<file path="src/rtl/branch_target_predictor.sv">
// Branch target buffer with 2-bit saturating direction counters for the IF stage.
// Lookup is asynchronous; ID writes resolved branches back through a single write port.

module btb_entry #(
  parameter int TAG_W  = 26,
  parameter int ADDR_W = 32
) (
  input  logic              clk,
  input  logic              rst,
  input  logic              flush_i,
  input  logic              we_i,
  input  logic              taken_i,
  input  logic [TAG_W-1:0]  tag_i,
  input  logic [ADDR_W-1:0] target_i,
  output logic              valid_o,
  output logic [TAG_W-1:0]  tag_o,
  output logic              dir_o,
  output logic [ADDR_W-1:0] target_o
);
  logic              valid_q, valid_d;
  logic [1:0]        ctr_q, ctr_d;
  logic [TAG_W-1:0]  tag_q, tag_d;
  logic [ADDR_W-1:0] target_q, target_d;
  logic              hit;

  assign hit = valid_q && (tag_q == tag_i);

  always_comb begin
    valid_d  = valid_q;
    ctr_d    = ctr_q;
    tag_d    = tag_q;
    target_d = target_q;
    if (flush_i) begin
      valid_d = 1'b0;
    end else if (we_i) begin
      if (hit) begin
        if (taken_i) begin
          ctr_d    = (ctr_q == 2'b11) ? 2'b11 : ctr_q + 2'b01;
          target_d = target_i;
        end else begin
          ctr_d    = (ctr_q == 2'b00) ? 2'b00 : ctr_q - 2'b01;
        end
      end else if (taken_i) begin
        // allocation overwrites whatever aliased into this slot, starting weakly taken
        valid_d  = 1'b1;
        tag_d    = tag_i;
        target_d = target_i;
        ctr_d    = 2'b10;
      end
    end
  end

  always_ff @(posedge clk) begin
    if (rst) begin
      valid_q <= 1'b0;
      ctr_q   <= 2'b00;
    end else begin
      valid_q <= valid_d;
      ctr_q   <= ctr_d;
    end
  end

  always_ff @(posedge clk) begin
    tag_q    <= tag_d;
    target_q <= target_d;
  end

  assign valid_o  = valid_q;
  assign tag_o    = tag_q;
  assign dir_o    = ctr_q[1];
  assign target_o = target_q;
endmodule

module branch_target_predictor #(
  parameter int ENTRIES = 16,
  parameter int ADDR_W  = 32,
  parameter int STAT_W  = 16
) (
  input  logic              clk,
  input  logic              rst,
  input  logic [ADDR_W-1:0] lookup_pc,
  output logic              pred_hit,
  output logic              pred_taken,
  output logic [ADDR_W-1:0] pred_target,
  input  logic              upd_valid,
  input  logic [ADDR_W-1:0] upd_pc,
  input  logic              upd_taken,
  input  logic [ADDR_W-1:0] upd_target,
  input  logic              upd_pred_taken,
  input  logic [ADDR_W-1:0] upd_pred_target,
  input  logic              flush_inv,
  output logic              mispredict,
  output logic [STAT_W-1:0] stat_branches,
  output logic [STAT_W-1:0] stat_mispredicts
);
  localparam int IDX_W = $clog2(ENTRIES);
  localparam int TAG_W = ADDR_W - IDX_W - 2;

  logic [ENTRIES-1:0]             valid;
  logic [ENTRIES-1:0]             dir;
  logic [ENTRIES-1:0][TAG_W-1:0]  tag;
  logic [ENTRIES-1:0][ADDR_W-1:0] target;

  logic [IDX_W-1:0] lk_idx, upd_idx;
  logic [TAG_W-1:0] lk_tag, upd_tag;
  logic             unused_pc_lsbs;

  assign lk_idx  = lookup_pc[IDX_W+1:2];
  assign lk_tag  = lookup_pc[ADDR_W-1:IDX_W+2];
  assign upd_idx = upd_pc[IDX_W+1:2];
  assign upd_tag = upd_pc[ADDR_W-1:IDX_W+2];
  assign unused_pc_lsbs = ^upd_pc[1:0];

  for (genvar e = 0; e < ENTRIES; e++) begin : g_ent
    btb_entry #(.TAG_W(TAG_W), .ADDR_W(ADDR_W)) u_ent (
      .clk      (clk),
      .rst      (rst),
      .flush_i  (flush_inv),
      .we_i     (upd_valid && (upd_idx == IDX_W'(e))),
      .taken_i  (upd_taken),
      .tag_i    (upd_tag),
      .target_i (upd_target),
      .valid_o  (valid[e]),
      .tag_o    (tag[e]),
      .dir_o    (dir[e]),
      .target_o (target[e])
    );
  end

  // no bypass: a same-cycle update is only seen from the next cycle
  assign pred_hit    = valid[lk_idx] && (tag[lk_idx] == lk_tag);
  assign pred_taken  = pred_hit && dir[lk_idx];
  assign pred_target = pred_taken ? target[lk_idx] : lookup_pc + ADDR_W'(4);

  assign mispredict = upd_valid &&
                      ((upd_pred_taken != upd_taken) ||
                       (upd_taken && upd_pred_taken && (upd_pred_target != upd_target)));

  logic [STAT_W-1:0] br_q, br_d, mp_q, mp_d;

  always_comb begin
    br_d = br_q;
    mp_d = mp_q;
    if (upd_valid && (br_q != '1)) br_d = br_q + 1'b1;
    if (mispredict && (mp_q != '1)) mp_d = mp_q + 1'b1;
  end

  always_ff @(posedge clk) begin
    if (rst) begin
      br_q <= '0;
      mp_q <= '0;
    end else begin
      br_q <= br_d;
      mp_q <= mp_d;
    end
  end

  assign stat_branches    = br_q;
  assign stat_mispredicts = mp_q;
endmodule

</file>
<file path="config.mk">
export PLATFORM = sky130hd
export DESIGN_NAME = branch_target_predictor
export DESIGN_NICKNAME = d
export VERILOG_FILES = /design/src/rtl/branch_target_predictor.sv
export SDC_FILE = /design/constraint.sdc
export NUM_CORES = 2
export LEC_CHECK = 0
export ABC_AREA = 1
export BUFFER_PORTS_ARGS = -buffer_cell sky130_fd_sc_hd__clkbuf_2
export CAP_MARGIN = 5
export CELL_PAD_IN_SITES_DETAIL_PLACEMENT = 1
export CELL_PAD_IN_SITES_GLOBAL_PLACEMENT = 1
export CORE_MARGIN = 5
export CORE_UTILIZATION = 44
export CTS_CLUSTER_DIAMETER = 80
export DETAILED_ROUTE_END_ITERATION = 16
export PLACE_DENSITY = 0.78
export SETUP_SLACK_MARGIN = 0.3
export SLEW_MARGIN = 20
export SYNTH_ARGS = -nofsm -noshare
export SYNTH_HDL_FRONTEND = slang
export SYNTH_SLANG_ARGS = --single-unit
</file>
<file path="constraint.sdc">
create_clock -name clk -period 3.85 [get_ports clk]
set_clock_uncertainty 0.1 [all_clocks]
set_input_delay 0.1925 -clock clk [delete_from_list [all_inputs] [get_ports clk]]
set_output_delay 0.1925 -clock clk [all_outputs]
set_load 0.005 [all_outputs]
</file>
==> summary.txt <==
Yosys
  – Cells after Synth: 5321
  – Post-synthesis register bit count: 1008
  – Post-synth EDFFs: 928
  – Synth Cell Area: 49700 µm²
  – Sequential share of the synthesized area: 59.3%
  – Post-Synthesis Mean Instance Area: a little over 9 µm²
  – Prevailing post-synth register cell: edfxtp_1
  – Yosys Warn Count: 0
  – Ys async rst share: 0%
  – Yosys cell types: 51
  – Syn nets: between 5000 and 6000

Floorplanning
  – Starting density of the core: 44.2%
  – Core ar.: 112000 µm²
  – # rows: ~120
  – IO Count: between 200 and 250
  – Die width: 346 µm
  – Die area: 120000 µm²
  – Die height: between 300 and 400 µm

Flow run
  – Max-Cap Viols: 0

Detailed routing
  – First-iteration detailed-routing DRC count: 4801
  – Via Count: 43300
  – Antenna-violating nets left: 0
  – Drt wl/cell: 28.3 µm
  – Number of remaining DRC errors: 0
  – Via-per-instance ratio: 6.00
  – WL final: 204 mm
  – DRT Pass-1 Iters: 5

Setup path
  – Worst setup SP type: flop
  – CP required: 3560 ps
  – Critical path, cell by cell: inv_2, nand2_2, o211ai_1, nand2_1, nand2_1, nand2_1, inv_2, nand2_2, nand2_2, nand2_1, nor2_1, nand2_1, nor2_2, nand2_2, nor2_4, buf_12, buf_12, nand3_1, nand2_1, clkbuf_2
  – Slowest-stage cell, CP: edfxtp_1
  – Reg2reg path depth: 8
  – CP peak stage delay: roughly 410 ps
  – Crit path max fanout: 12
  – CP Class: flop to primary output
  – WP data arrival: 3290 ps
  – CP most frequent cell: nand2_1
  – CP Capture Type: primary output

Finish
  – Most frequent cells in the layout: nand2_1, edfxtp_1, nor2_1
  – Area growth, synth to finish: 17.4%
  – Commonest non-fill, non-tap cell in the layout: nand2_1
  – Filler Cell Count: roughly 13000
  – Ratio of cells with drive above 1 in the final layout: 13.6%
  – Final Util: 51.9%
  – Total Nets Final: 5755

Timing
  – Slew @ Worst Pin: around 1300 ps
  – Final setup vio count: 0
  – Setup TNS: 0 ps
  – Min Tclk post-route: 3580 ps
  – Slew Limit Fails: 0
  – F_max: 279 MHz
  – RSZ-0062 raised after global routing: yes
  – Fin crit share: 93.0%
  – Final hold vios: 0
  – Slew headroom: between 10% and 20%

Clocking
  – TritonCTS clock tree: built
  – TritonCTS Sinks: 1008
  – CTS H-tree lvls: 3
  – CTS buffer count: between 100 and 150
  – Worst-path clk slew: about 60 ps
  – Clk root buf: clkbuf_16
  – Max clock buf depth: 3
  – Clock Latency Late Sink: between 700 and 800 ps

Global routing
  – First-pass GRT wire length: 293 mm
  – Antenna violations before repair: 2
  – Congestion Overflow GR: 0
  – Number of global-route vias before repair: 44100
  – Pin count of the biggest net entering global routing: 179
  – GRT Overall Usage: 32.7%

Placement
  – Placer Congestion: 0.950
  – Dpl hpwl: 134 mm
  – PortBufs: 198

Min path
  – HP Class: input port to flop
  – Hold Path Stages: 2

Run status
  – Status: completed

Pwr
  – Tot Pwr: 25.9 mW
  – Leakage Power: 22.3 nW
  – Peak supply drop: around 0.00042 V
  – PwrDens: 444 nW/µm²
-- per-layer routing --
layer  wire (µm)  global-route usage [%]
met1       76100                    40.4
met2       95700                    53.4
met3       17100                    5.47
met4       14900                    21.1
met5          16                       0
-- stage by stage --
stage	instances	hold WS (ps)	setup WS, ps	area (µm²)
after floorplan	5321	191	-81.2	49700
after global placement	6913	366	394	53000
after detailed placement	6913	390	286	53000
after CTS	7190	2.17	293	57700
after global routing	7211	23.0	199	58300
final	7212	42.2	269	58300
-- Yosys cell counts, drive strengths merged (8+ instances only) --
library cell	instances	area share, %
nand2	1179	8.9
edfxtp	928	56
nor2	653	5.0
inv	532	4.0
o21ai	426	4.3
nand3	378	3.8
o22ai	172	2.2
clkbuf	160	1.2
xor2	153	2.7
buf	124	1.3
a21oi	94	0.95
nor3	91	0.97
dfxtp	80	3.2
nor4	72	0.91
nand4	63	0.81
o221ai	49	0.86
xnor2	46	0.81
o211ai	34	0.51
o2111ai	15	0.26
a221oi	8	0.14
clkinv	8	0.060
nor3b	8	0.12
-- repair_timing --
action                                  CTS  global route
gates cloned                              1             2
hold endpoints to repair                773             0
resized for setup                        58           127
hold buffers                             66             0
pin swaps                                11            42
endpoints found under the setup margin   34            34
setup buffers                             5            18
-- cell type report --
class / count / area, µm² / share of cell area (%)
Clock inverter: 71 / 890 / 1.53
Clock buffer: 134 / 2890 / 4.96
Sequential cell: 1008 / 29500 / 50.6
Multi-Input combinational cell: 3490 / 17600 / 30.2
Antenna cell: 2 / 5.00 / 0.00858
Inverter: 540 / 2040 / 3.50
Tap cell: 1500 / 1880 / 3.22
Timing Repair Buffer: 467 / 3490 / 5.99
-- path summary, 6_finish.rpt --
kind	start	to	slack (ps)
min	upd_pc[6]	g_ent[14].u_ent.tag_o[0]	40
min reg2reg	stat_branches[9]	stat_branches[9]	400
max reg2reg	g_ent[13].u_ent.tag_o[10]	g_ent[13].u_ent.ctr_q[0]	900
max	g_ent[9].u_ent.tag_o[25]	pred_target[5]	270
-- worst max-delay path: cells and delay by family (launching register included) --
kind                   cells  cell delay, ps
AO/OA/AOI/OAI              1             130
buffers and inverters      5             600
flip-flops                 1             410
AND/OR/NAND/NOR           14            1410
-- flip-flops by register name (all words and copies together) (netlist names) --
register	count
g_ent.u_ent.ctr_q	32
g_ent.u_ent.tag_o	416
g_ent.u_ent.target_o	512
g_ent.u_ent.valid_o	16
stat_branches	16
stat_mispredicts	16
-- power by group --
group / switching (mW) / leakage, nW / internal (mW)
Clock: 4.78 / 1.84 / 6.46
Combinational: 1.89 / 11.5 / 0.697
Sequential: 0.0359 / 8.99 / 12.0
-- kinds of logic (layout without fill, tap and decap cells) --
group | Yosys count | after routing | share of synthesized area [%]
AOI/OAI and AO/OA | 827 | 827 | 9.64
xor gates and xnor gates | 199 | 199 | 3.51
adders and majority gates | 4 | 4 | 0.101
buffers and inverters | 824 | 1212 | 6.63
DFF | 1008 | 1008 | 59.3
other | 0 | 2 | 0
and+or+nand+nor | 2459 | 2460 | 20.8
Power figures use the tool's default switching activity.
